File: src/rtl/qif_neuron_array.sv
// Time-multiplexed array of quadratic integrate-and-fire neurons sharing one
// update datapath; channels are visited round-robin, one per enabled cycle.
module qif_neuron_array #(
    parameter int unsigned N_CH    = 4,
    parameter int unsigned W       = 8,
    parameter int unsigned FRAC    = 4,
    parameter int          V_PEAK  = 100,
    parameter int          V_RESET = -20,
    parameter int unsigned REFRAC  = 3,
    parameter int unsigned RW      = 4
) (
    input  logic                       clk,
    input  logic                       rst_n,
    input  logic                       ena,
    input  logic                       cur_we,
    input  logic [$clog2(N_CH)-1:0]    cur_addr,
    input  logic [W-1:0]               cur_data,
    input  logic [$clog2(N_CH)-1:0]    v_sel_addr,
    output logic [W-1:0]               v_sel_out,
    output logic [N_CH-1:0]            spike_out,
    output logic                       step_done
);

    localparam int unsigned AW = $clog2(N_CH);
    localparam int unsigned SW = 2 * W + 2;

    localparam logic signed [W-1:0]  VRST = W'(V_RESET);
    localparam logic signed [W-1:0]  VPK  = W'(V_PEAK);
    localparam logic signed [SW-1:0] SMAX = SW'((1 << (W - 1)) - 1);
    localparam logic signed [SW-1:0] SMIN = SW'(-(1 << (W - 1)));
    localparam logic [RW-1:0]        RFR  = RW'(REFRAC);
    localparam logic [AW-1:0]        LAST = AW'(N_CH - 1);

    logic signed [W-1:0] r_v   [N_CH];
    logic signed [W-1:0] r_i   [N_CH];
    logic [RW-1:0]       r_ref [N_CH];
    logic [AW-1:0]       r_ch;
    logic [N_CH-1:0]     r_acc;

    logic signed [SW-1:0] w_vx;
    logic signed [SW-1:0] w_ix;
    logic signed [SW-1:0] w_sq;
    logic signed [SW-1:0] w_sum;
    logic signed [W-1:0]  w_sat;
    logic signed [W-1:0]  w_v_nxt;
    logic [RW-1:0]        w_ref_nxt;
    logic                 w_spike;
    logic [N_CH-1:0]      w_spk_vec;

    // Shared neuron update for the channel currently selected by the scheduler
    always_comb begin
        w_vx      = {{(SW - W){r_v[r_ch][W-1]}}, r_v[r_ch]};
        w_ix      = {{(SW - W){r_i[r_ch][W-1]}}, r_i[r_ch]};
        w_sq      = (w_vx * w_vx) >>> FRAC;
        w_sum     = w_vx + w_sq + w_ix;
        w_sat     = w_sum[W-1:0];
        w_spike   = 1'b0;
        w_v_nxt   = w_sat;
        w_ref_nxt = r_ref[r_ch];
        w_spk_vec = '0;

        if (w_sum > SMAX) begin
            w_sat = SMAX[W-1:0];
        end else if (w_sum < SMIN) begin
            w_sat = SMIN[W-1:0];
        end
        w_v_nxt = w_sat;

        // Refractory channels are clamped at reset and never fire
        if (r_ref[r_ch] != '0) begin
            w_ref_nxt = r_ref[r_ch] - RW'(1);
            w_v_nxt   = VRST;
        end else if (w_sat >= VPK) begin
            w_spike   = 1'b1;
            w_v_nxt   = VRST;
            w_ref_nxt = RFR;
        end

        if (w_spike) begin
            w_spk_vec = N_CH'(1) << r_ch;
        end
    end

    always_ff @(posedge clk or negedge rst_n) begin
        if (!rst_n) begin
            for (int k = 0; k < N_CH; k++) begin
                r_v[k]   <= VRST;
                r_i[k]   <= '0;
                r_ref[k] <= '0;
            end
            r_ch      <= '0;
            r_acc     <= '0;
            spike_out <= '0;
            step_done <= 1'b0;
            v_sel_out <= '0;
        end else begin
            v_sel_out <= r_v[v_sel_addr];
            step_done <= 1'b0;

            // Current writes land after the update read, so a same-cycle write uses old I
            if (cur_we) begin
                r_i[cur_addr] <= cur_data;
            end

            if (ena) begin
                r_ch        <= r_ch + AW'(1);
                r_v[r_ch]   <= w_v_nxt;
                r_ref[r_ch] <= w_ref_nxt;
                if (r_ch == LAST) begin
                    spike_out <= r_acc | w_spk_vec;
                    step_done <= 1'b1;
                    r_acc     <= '0;
                end else begin
                    r_acc <= r_acc | w_spk_vec;
                end
            end
        end
    end

endmodule

File: config.mk
export PLATFORM = sky130hd
export DESIGN_NAME = qif_neuron_array
export DESIGN_NICKNAME = d
export VERILOG_FILES = /design/src/rtl/qif_neuron_array.sv
export SDC_FILE = /design/constraint.sdc
export NUM_CORES = 1
export LEC_CHECK = 0
export CELL_PAD_IN_SITES_DETAIL_PLACEMENT = 0
export CELL_PAD_IN_SITES_GLOBAL_PLACEMENT = 1
export CORE_UTILIZATION = 42
export DETAILED_ROUTE_END_ITERATION = 10
export PLACE_DENSITY = 0.81
export SLEW_MARGIN = 20
export SYNTH_ARGS = -nofsm -noshare
export SYNTH_HDL_FRONTEND = slang
export SYNTH_SLANG_ARGS = --single-unit
File: constraint.sdc
create_clock -name clk -period 18.7 [get_ports clk]
set_input_delay 5.61 -clock clk [delete_from_list [all_inputs] [get_ports clk]]
set_output_delay 5.61 -clock clk [all_outputs]
set_load 0.02 [all_outputs]
# Word level (Yosys, flattened, before mapping)
# Index checks and enable logic that the tools add are counted.
# classes
muxes	33
mul	1
eq_ne	1
order_cmp	8
n_reduce_logical	4
shift	1
add_sub_neg	4
bitwise	4
# ops
cell	count
8-bit 2-to-1 mux	12
32-bit bitwise mux	2
8-bit binary-select mux with 2-bit select	3
8-bit demux with 2-bit select	2
4-bit 2-to-1 mux	7
16-bit bitwise mux	1
8-bit by 8-bit multiplier with 16-bit output	1
13-bit by 8-bit adder with 14-bit output	1
14-bit by 8-bit > comparator with 1-bit output (second input constant)	1
14-bit by 8-bit < comparator with 1-bit output (second input constant)	1
8-bit by 12-bit adder with 13-bit output	1
3-bit >= comparator (second input constant)	3
2-bit inverter with 3-bit output	3
4-bit binary-select mux with 2-bit select	1
4-bit demux with 2-bit select	1
8-bit >= comparator (second input constant)	1
3-bit by 1-bit < comparator with 1-bit output (second input constant)	2
1-bit 2-to-1 mux	4
4-bit bitwise OR	1
4-bit nonzero test	1
1-bit by 2-bit << shifter with 4-bit output (first input constant)	1
4-bit by 1-bit subtractor with 4-bit output (second input constant)	1
2-bit by 1-bit adder with 2-bit output (second input constant)	1
2-bit == test (second input constant)	1
other kinds (2)	3
# word_totals
word_cells	73
in_bits	16
output_inout_bits	13
reg_bits	99

# Logic depth before layout (Yosys ltp)
# Gate-level depths: netlist of run 1.
# depth
depth_word	16
depth_mapped	35

# Least setup slack after synthesis of run 1
# No wires, ideal clock.
# synth_timing
path_type	flip-flop to flip-flop
start	register r_ch[0]
end	register r_v[0] (netlist name)
required_ns	18.596
stages_incl_launch_ff	32
arrival_ns	8.102
setup_time_ns	0.104
path_slack_ns	10.494
path_cell_list	dfrtp_1 clkbuf_1 buf_2 mux4_2 clkbuf_1 nand2_1 inv_1 fa_1 inv_1 fa_1 inv_1 fa_1 inv_1 fa_1 inv_1 ha_1 a21oi_1 o21ai_0 a21o_1 a21oi_1 xor2_1 fa_1 inv_1 ha_1 o21a_1 o211a_1 o21a_1 or3_1 or4_1 mux2_4 buf_6 o41ai_4
# synth_via
elab_chain_len	14
# synth_lines
element	line	source
start: declaration	37	logic [AW-1:0] r_ch;
start signal: assignment	106	r_ch <= r_ch + AW'(1);
2-bit inverter with 3-bit output (implied by the code) (*)	-	
8-bit binary-select mux with 2-bit select	52	w_vx = {{(SW - W){r_v[r_ch][W-1]}}, r_v[r_ch]};
8-bit 2-to-1 mux (implied by the code) (2 in a row)	52	
8-bit by 8-bit multiplier with 16-bit output	54	w_sq = (w_vx * w_vx) >>> FRAC;
8-bit by 12-bit adder with 13-bit output	55	w_sum = w_vx + w_sq + w_ix;
13-bit by 8-bit adder with 14-bit output	55	
14-bit by 8-bit < comparator with 1-bit output	64	end else if (w_sum < SMIN) begin
8-bit 2-to-1 mux	64	
8-bit 2-to-1 mux	62	if (w_sum > SMAX) begin
8-bit >= comparator	73	end else if (w_sat >= VPK) begin
8-bit 2-to-1 mux	73	
8-bit 2-to-1 mux	70	if (r_ref[r_ch] != '0) begin
32-bit bitwise mux (*)	107	r_v[r_ch] <= w_v_nxt;
end signal: indexed assignment	107	
end: declaration	34	logic signed [W-1:0] r_v [N_CH];
# Mark *: on every way between the ends. The rest lies on a longest branch, timed or not. The select of a mux whose other input is x is not followed.
# A chain may end at the register's enable or synchronous reset.

# Worst setup path in the final report of run 1
# layout_timing
start	register r_ch[0]
end	register r_v[18] (netlist name)
# Same word-level chain as after synthesis.

==> impl_results.md, run 1 <==
* Top sig layer: met4
* Insertion delay to the later sink of the worst-skew pair at 0.35 ns
* Crit Reg-Reg Endpoint: r_v[18]
* Metal-1 WL at ~7.4 mm
* Number of cells in the design after placement at 936
* Die X at 136 µm
* I/O Buffers at 28
* Fraction of final layout cells with drive strength greater than 1 at 16.2%
* P&R area growth vs syn at 10.6%
* Die outline area at 18400 µm²
* Synth Area in Simple Gates at 10.1%
* TritonCTS sink count at 99
* Via count of the first global-routing pass at 5325
* XOR/XNOR share of the synthesized area at 3.62%
* Required time at the worst-slack endpoint at 18.94 ns
* Total detailed-routing wirelength at 16.4 mm
* Syn avg cell area at 10.7 µm²
* Setup TNS Final at 0 ns
* Initial antenna violation count at 0
* Post-synthesis share of cell area spent on full adders, half adders and majority gates at 21.8%
* Number of detailed-routing iterations run before antenna repair at 4
* Ys async rst share at 100%
* Actual slew at the worst max-slew pin at 1.06 ns
* Launching element type of the critical path: flip-flop
* Syn Nets at around 800
* Pins Over Slew Limit at 0
* Dominant cell type by area after synthesis: sky130_fd_sc_hd__dfrtp_1
* Synth warn at 0
* Share of the synthesized area in compound gates (AO/OA/AOI/OAI) at 11.0%
* Origin of the worst min-delay path: r_ref[13]
* Rel. slew slack at roughly 28%
* Row cnt at 48
* First-pass GRT wire length at 27.1 mm
* Yosys top cell area share at between 20% and 30%
* Number of hold violations in the final report at 0
* Die Height at 136 µm
* Part of the cycle the worst path needs at 49.0%
* Final antenna diode count at 0
* Hold path endpoint: r_ref[13]
* Pin count of the biggest net entering global routing at 61
* Number of flops mapped to enable cells by yosys at 0
* CP Launch Point: r_ch[0]
* Library cell with the highest instance count after synthesis: sky130_fd_sc_hd__inv_1
* Critical path fanouts, max at 12
* Hold Buf Count CTS at 0
* Leading post-synthesis cells by cell area: sky130_fd_sc_hd__dfrtp_1 26%, sky130_fd_sc_hd__fa_1 14%, sky130_fd_sc_hd__mux4_2 8.4%
* FF+latch count, synth at 99
* Number of I/O pins at 29
* Min setup slack post-route at between 9 and 10 ns
* Peak per-stage delay on the critical path at 0.73 ns
* Clock Root Buffer: sky130_fd_sc_hd__clkbuf_16
* Fill cell count at 1599
* Flip-flop cell with the highest count after synthesis: sky130_fd_sc_hd__dfrtp_1
* Commonest cells in the synthesized netlist: 93 x sky130_fd_sc_hd__inv_1, 79 x sky130_fd_sc_hd__dfrtp_1, 78 x sky130_fd_sc_hd__nand2_1
* Number of clock buffers inserted by TritonCTS at 9
* Number of nets with antenna violations after detailed routing at 0
* Post-Place Setup Slack at roughly 9.6 ns
* Sequential fraction of the synthesis area at approximately 33%
* Placer congestion estimate at 0.885
* # H-tree levels at 3
* Non-filler instance count after layout at 952
* Cell count after synthesis at 702
* CTS tree: yes
* Kind of path behind the tightest hold check: flip-flop to flip-flop
* Residual DRC at 0
* Setup-violating endpoint count in the final report at 0
* Source of the worst register-to-register timing path: r_ch[0]
* Final HPWL DP at 12.6 mm
* Wire length on met3 at ~560 µm
* Highest-delay cell along the critical path: sky130_fd_sc_hd__mux4_2
* Max-Cap Viols at 0
* Path type of the worst setup path: flip-flop to flip-flop
* Worst-path clk slew at 0.07 ns
* Critical Path End Type: flip-flop
* Result of the run: finished clean
* Effective utilization at floorplan at 43.2%
* Cells resized by post-CTS repair at 0
* Combinational family with the most area after synthesis: adder cells
* Reg area at approximately 2500 µm²
* Setup slack on the worst flop-to-flop path at 9.53 ns
* Area of the core at 17400 µm²
* GR Overflow Total at 0
* Net count of the finished layout at 837
* Worst endpoint data arrival time at 9.41 ns
* Top cell by count, worst path: sky130_fd_sc_hd__fa_1
* Count of vias placed by the detailed router at roughly 5200
* Cell area after synthesis at 7500 µm²
* Routed wire per std cell at ~17 µm
* Mux share of post-synthesis cell area at 14.0%
* Area occupied by multi-input gates at ~4500 µm²
* Worst hold path stage count at 2
* Max Clk Rate at 0.109 GHz
* Worst clock skew on the final layout at 0.0139 ns
* Setup repair after global routing missed its margin: false
* Clock tree buffer depth at 2
* Detailed route wirelength on metal2 at 8.16 mm
* Vias per std cell at 5.49
* Setup bufs post-CTS at 0
* Period minus WS final at 9.17 ns
* Number of design-rule violations left by the first detailed-router iteration at 275
* R2R cell count at 28
* Unique cell type count in the Yosys netlist at 58
* Overall Global Routing Usage at 19.1%
cells in the final DEF (no fill, tap or decap), types with 11 or more instances in the layout:
cell type                         count
sky130_fd_sc_hd__a21oi_1             22
sky130_fd_sc_hd__and2_1              11
sky130_fd_sc_hd__clkdlybuf4s50_1     27
sky130_fd_sc_hd__dfrtp_1             79
sky130_fd_sc_hd__dfstp_2             20
sky130_fd_sc_hd__fa_1                53
sky130_fd_sc_hd__ha_1                46
sky130_fd_sc_hd__inv_1               93
sky130_fd_sc_hd__mux2_2              33
sky130_fd_sc_hd__mux4_2              28
sky130_fd_sc_hd__nand2_1             78
sky130_fd_sc_hd__nor2_1              28
sky130_fd_sc_hd__o21ai_0             48
sky130_fd_sc_hd__o31ai_1             12
sky130_fd_sc_hd__xnor2_1             23
final cells by class:
class                   instances  area share, %
repair buffers                 33           3.80
multi-input cells             485           54.7
flip-flops and latches         99           30.2
clock inverters                 5          0.784
inverters                      94           4.25
clock buffers                  11           2.93
well taps                     225           3.39
metal layers:
| layer | track usage [%] | vias to the layer above |
|---|---|---|
| li1 | - | 2443 |
| met1 | 25.8 | 2641 |
| met2 | 32.3 | 121 |
| met3 | 2.28 | 20 |
| met4 | 5.56 | 0 |
| met5 | 0 | - |
logic make-up after synthesis:
family / count (synthesis)
muxes: 65
DFF: 99
xor gates and xnor gates: 31
AOI/OAI and AO/OA: 127
buffers and inverters: 118
adders and majority gates: 99
and+or+nand+nor: 163
state kept, by name (all words and copies together), names as in the netlist:
| register | cells |
|---|---|
| v_sel_out | 8 |
| spike_out | 4 |
| r_i | 32 |
| r_ref | 16 |
| step_done | 1 |
| r_v | 32 |
| r_acc | 4 |
| r_ch | 2 |
critical path, delay by kind of cell (launching register included):
| kind | cells | cell delay [ns] |
|---|---|---|
| DFF | 1 | 0.70 |
| buffers and inverters | 3 | 0.53 |
| muxes | 1 | 0.73 |
| xor gates and xnor gates | 2 | 0.29 |
| and+or+nand+nor | 4 | 1.05 |
| adders and majority gates | 7 | 2.94 |
| AOI/OAI and AO/OA | 11 | 2.81 |
worst max-delay path by stage:
stage / end / slack [ns] / cells past startpoint
final: r_v[18] / 9.53 / 28
after global routing: r_v[10] / 9.05 / 28
after CTS: r_v[18] / 9.57 / 28
after detailed placement: r_v[18] / 9.61 / 28
after global placement: r_v[10] / 9.86 / 28
after floorplan: r_v[0] / 10.49 / 31
stage by stage:
step	cell area (µm²)	hold WS, ns	utilization [%]
finish	8300	0.480	47.8
global route	8300	0.502	47.8
CTS	8300	0.485	47.8
detailed placement	7990	0.469	46.0
global placement	7990	0.455	46.0
floorplan	7500	0.443	-
Power of run 1 is left out: the tool's default activity adds up to more than one toggle a clock period on the data nets, which glitch-free logic cannot reach.
==> run 2: changes to the inputs <==
clock period = 8.9 ns   (was 18.7 ns; I/O delays follow)
==> run 2 against run 1 <==
Effect of this change: cell count is 0.84% higher; register-to-register slack worse by 9.0 ns; sequential cell count unchanged; largest cell class unchanged.
==> impl_results.md, run 2 (synthesized netlist as in run 1, its figures left out) <==
* Number of design-rule violations left by the first detailed-router iteration at 257
* Fraction of final layout cells with drive strength greater than 1 at between 10% and 20%
* Clock tree buffer depth at 2
* Most used cells in the layout excluding fill and tap cells: 92 x sky130_fd_sc_hd__inv_1, 78 x sky130_fd_sc_hd__nand2_1, 78 x sky130_fd_sc_hd__dfrtp_1, 53 x sky130_fd_sc_hd__fa_1, 48 x sky130_fd_sc_hd__o21ai_0
* Max-Cap Viols at 0
* Effective utilization at floorplan at 43.2%
* Max Clk Rate at 0.119 GHz
* Source of the worst register-to-register timing path: r_ch[0]
* Period minus WS final at 8.40 ns
* Final HPWL DP at 12.6 mm
* I/O Buffers at 28
* Origin of the worst min-delay path: r_ref[13]
* Part of the cycle the worst path needs at 94.4%
* Overall Global Routing Usage at between 10% and 20%
* Number of clock buffers inserted by TritonCTS at 9
* P&R area growth vs syn at 11.0%
* Highest-delay cell along the critical path: sky130_fd_sc_hd__mux4_2
* Worst-path clk slew at 0.07 ns
* CTS tree: yes
* Fill cell count at 1573
* Total detailed-routing wirelength at 16.1 mm
* Clock Root Buffer: sky130_fd_sc_hd__clkbuf_16
* Placer congestion estimate at slightly below 0.9
* GR Overflow Total at 0
* Worst clock skew on the final layout at 0.00956 ns
* Die outline area at 18400 µm²
* Final antenna diode count at 0
* Rel. slew slack at 40.9%
* Number of I/O pins at 29
* Setup repair after global routing missed its margin: false
* Crit Reg-Reg Endpoint: r_v[8]
* Actual slew at the worst max-slew pin at 0.879 ns
* Row cnt at 48
* Initial antenna violation count at 0
* Via count of the first global-routing pass at 5546
* Pins Over Slew Limit at 0
* Path type of the worst setup path: flip-flop to flip-flop
* Insertion delay to the later sink of the worst-skew pair at 0.35 ns
* Setup bufs post-CTS at 0
* Number of detailed-routing iterations run before antenna repair at 4
* Net count of the finished layout at 845
* Vias per std cell at around 5.4
* Residual DRC at 0
* Critical Path End Type: flip-flop
* Critical path fanouts, max at 12
* Routed wire per std cell at between 15 and 20 µm
* Count of vias placed by the detailed router at 5161
* Area of the core at between 15000 and 20000 µm²
* Setup TNS Final at 0 ns
* Worst endpoint data arrival time at 8.63 ns
* Die Height at 136 µm
* Launching element type of the critical path: flip-flop
* Setup-violating endpoint count in the final report at 0
* Pin count of the biggest net entering global routing at 61
* Result of the run: finished clean
* Die X at 136 µm
* Number of hold violations in the final report at 0
* Required time at the worst-slack endpoint at around 9.1 ns
* TritonCTS sink count at 99
* Setup slack on the worst flop-to-flop path at 0.50 ns
* # H-tree levels at 3
* Worst hold path stage count at 2
* Kind of path behind the tightest hold check: flip-flop to flip-flop
* First-pass GRT wire length at 27.3 mm
* Number of nets with antenna violations after detailed routing at 0
* Most common library cell in the layout ignoring fill and taps: sky130_fd_sc_hd__inv_1
* Regs by FF count: r_i: 32 flops, r_v: 32 flops, r_ref: 16 flops
* Peak per-stage delay on the critical path at about 0.71 ns
* R2R cell count at 31
* Hold path endpoint: r_ref[13]
run 2: changes by cell type in the layout (fill, tap and decap cells not counted):
cell                         change
sky130_fd_sc_hd__dfrtp_1         -1
sky130_fd_sc_hd__inv_8           -1
sky130_fd_sc_hd__clkbuf_8        -1
sky130_fd_sc_hd__clkinv_2        +2
sky130_fd_sc_hd__nor3_1          -1
sky130_fd_sc_hd__inv_4           -1
sky130_fd_sc_hd__bufinv_16       -1
sky130_fd_sc_hd__nor3_2          +1
sky130_fd_sc_hd__clkinv_4        +1
sky130_fd_sc_hd__dfrtp_2         +1
sky130_fd_sc_hd__inv_1           -1
sky130_fd_sc_hd__buf_4           +8
sky130_fd_sc_hd__clkinvlp_4      +1
sky130_fd_sc_hd__clkbuf_1        +1
run 2: repair_timing:
item,CTS,global route
resized for setup,0,3
endpoints found under the setup margin,0,34
hold buffers,0,0
run 2: final cells by class:
type	count	area (µm²)	area share [%]
multi-input cells	485	4540	54.5
flip-flops and latches	99	2500	30.1
repair buffers	41	375	4.51
inverters	94	357	4.28
well taps	225	282	3.38
clock buffers	11	233	2.79
clock inverters	5	36.3	0.436
run 2: per-stage QoR:
stage | setup slack, ns | util, % | instances | area [µm²] | hold WS, ns
2_1_floorplan | 0.694 | - | 702 | 7500 | 0.443
3_3_place_gp | 0.470 | 46.4 | 944 | 8050 | 0.455
3_5_place_dp | 0.310 | 46.4 | 944 | 8050 | 0.467
4_1_cts | 0.299 | 47.9 | 960 | 8320 | 0.482
5_1_grt | 0.00873 | 48.0 | 960 | 8330 | 0.504
6_report | 0.500 | 48.0 | 960 | 8330 | 0.481
run 2: routing by layer:
| metal | vias to the layer above | part of all wire (%) | track usage [%] |
|---|---|---|---|
| li1 | 2464 | - | - |
| met1 | 2597 | 45 | 24.9 |
| met2 | 75 | 49 | 32.5 |
| met3 | 25 | 3.1 | 3.29 |
| met4 | 0 | 2.2 | 6.87 |
| met5 | - | 0 | 0 |
run 2: how the worst max path moves through the flow:
stage | start | end | slack (ns) | depth (start not counted)
after CTS | r_ch[0] | r_v[8] | 0.30 | 29
after floorplan | r_ch[0] | r_v[0] | 0.69 | 31
after global placement | r_ch[0] | r_v[16] | 0.47 | 25
after global routing | r_ch[0] | r_v[16] | 0.009 | 31
after detailed placement | r_ch[0] | r_v[8] | 0.31 | 29
final | r_ch[0] | r_v[8] | 0.50 | 31
run 2: critical path, delay by kind of cell, from the launching register on:
kind | cells | cell delay [ns]
buf+inv | 5 | 0.44
fa+ha+maj | 7 | 2.81
simple gates | 5 | 0.88
compound gates | 11 | 2.30
flops | 1 | 0.54
xor+xnor | 1 | 0.22
mux | 2 | 1.09
Power of run 2 is left out for the same reason.
==> run 3: changes to the inputs <==
TNS_END_PERCENT = 50   (was unset)
==> results of run 3 <==
Final layout, timing and power as in run 2 (identical DEF).
Power of run 3 is left out for the same reason.
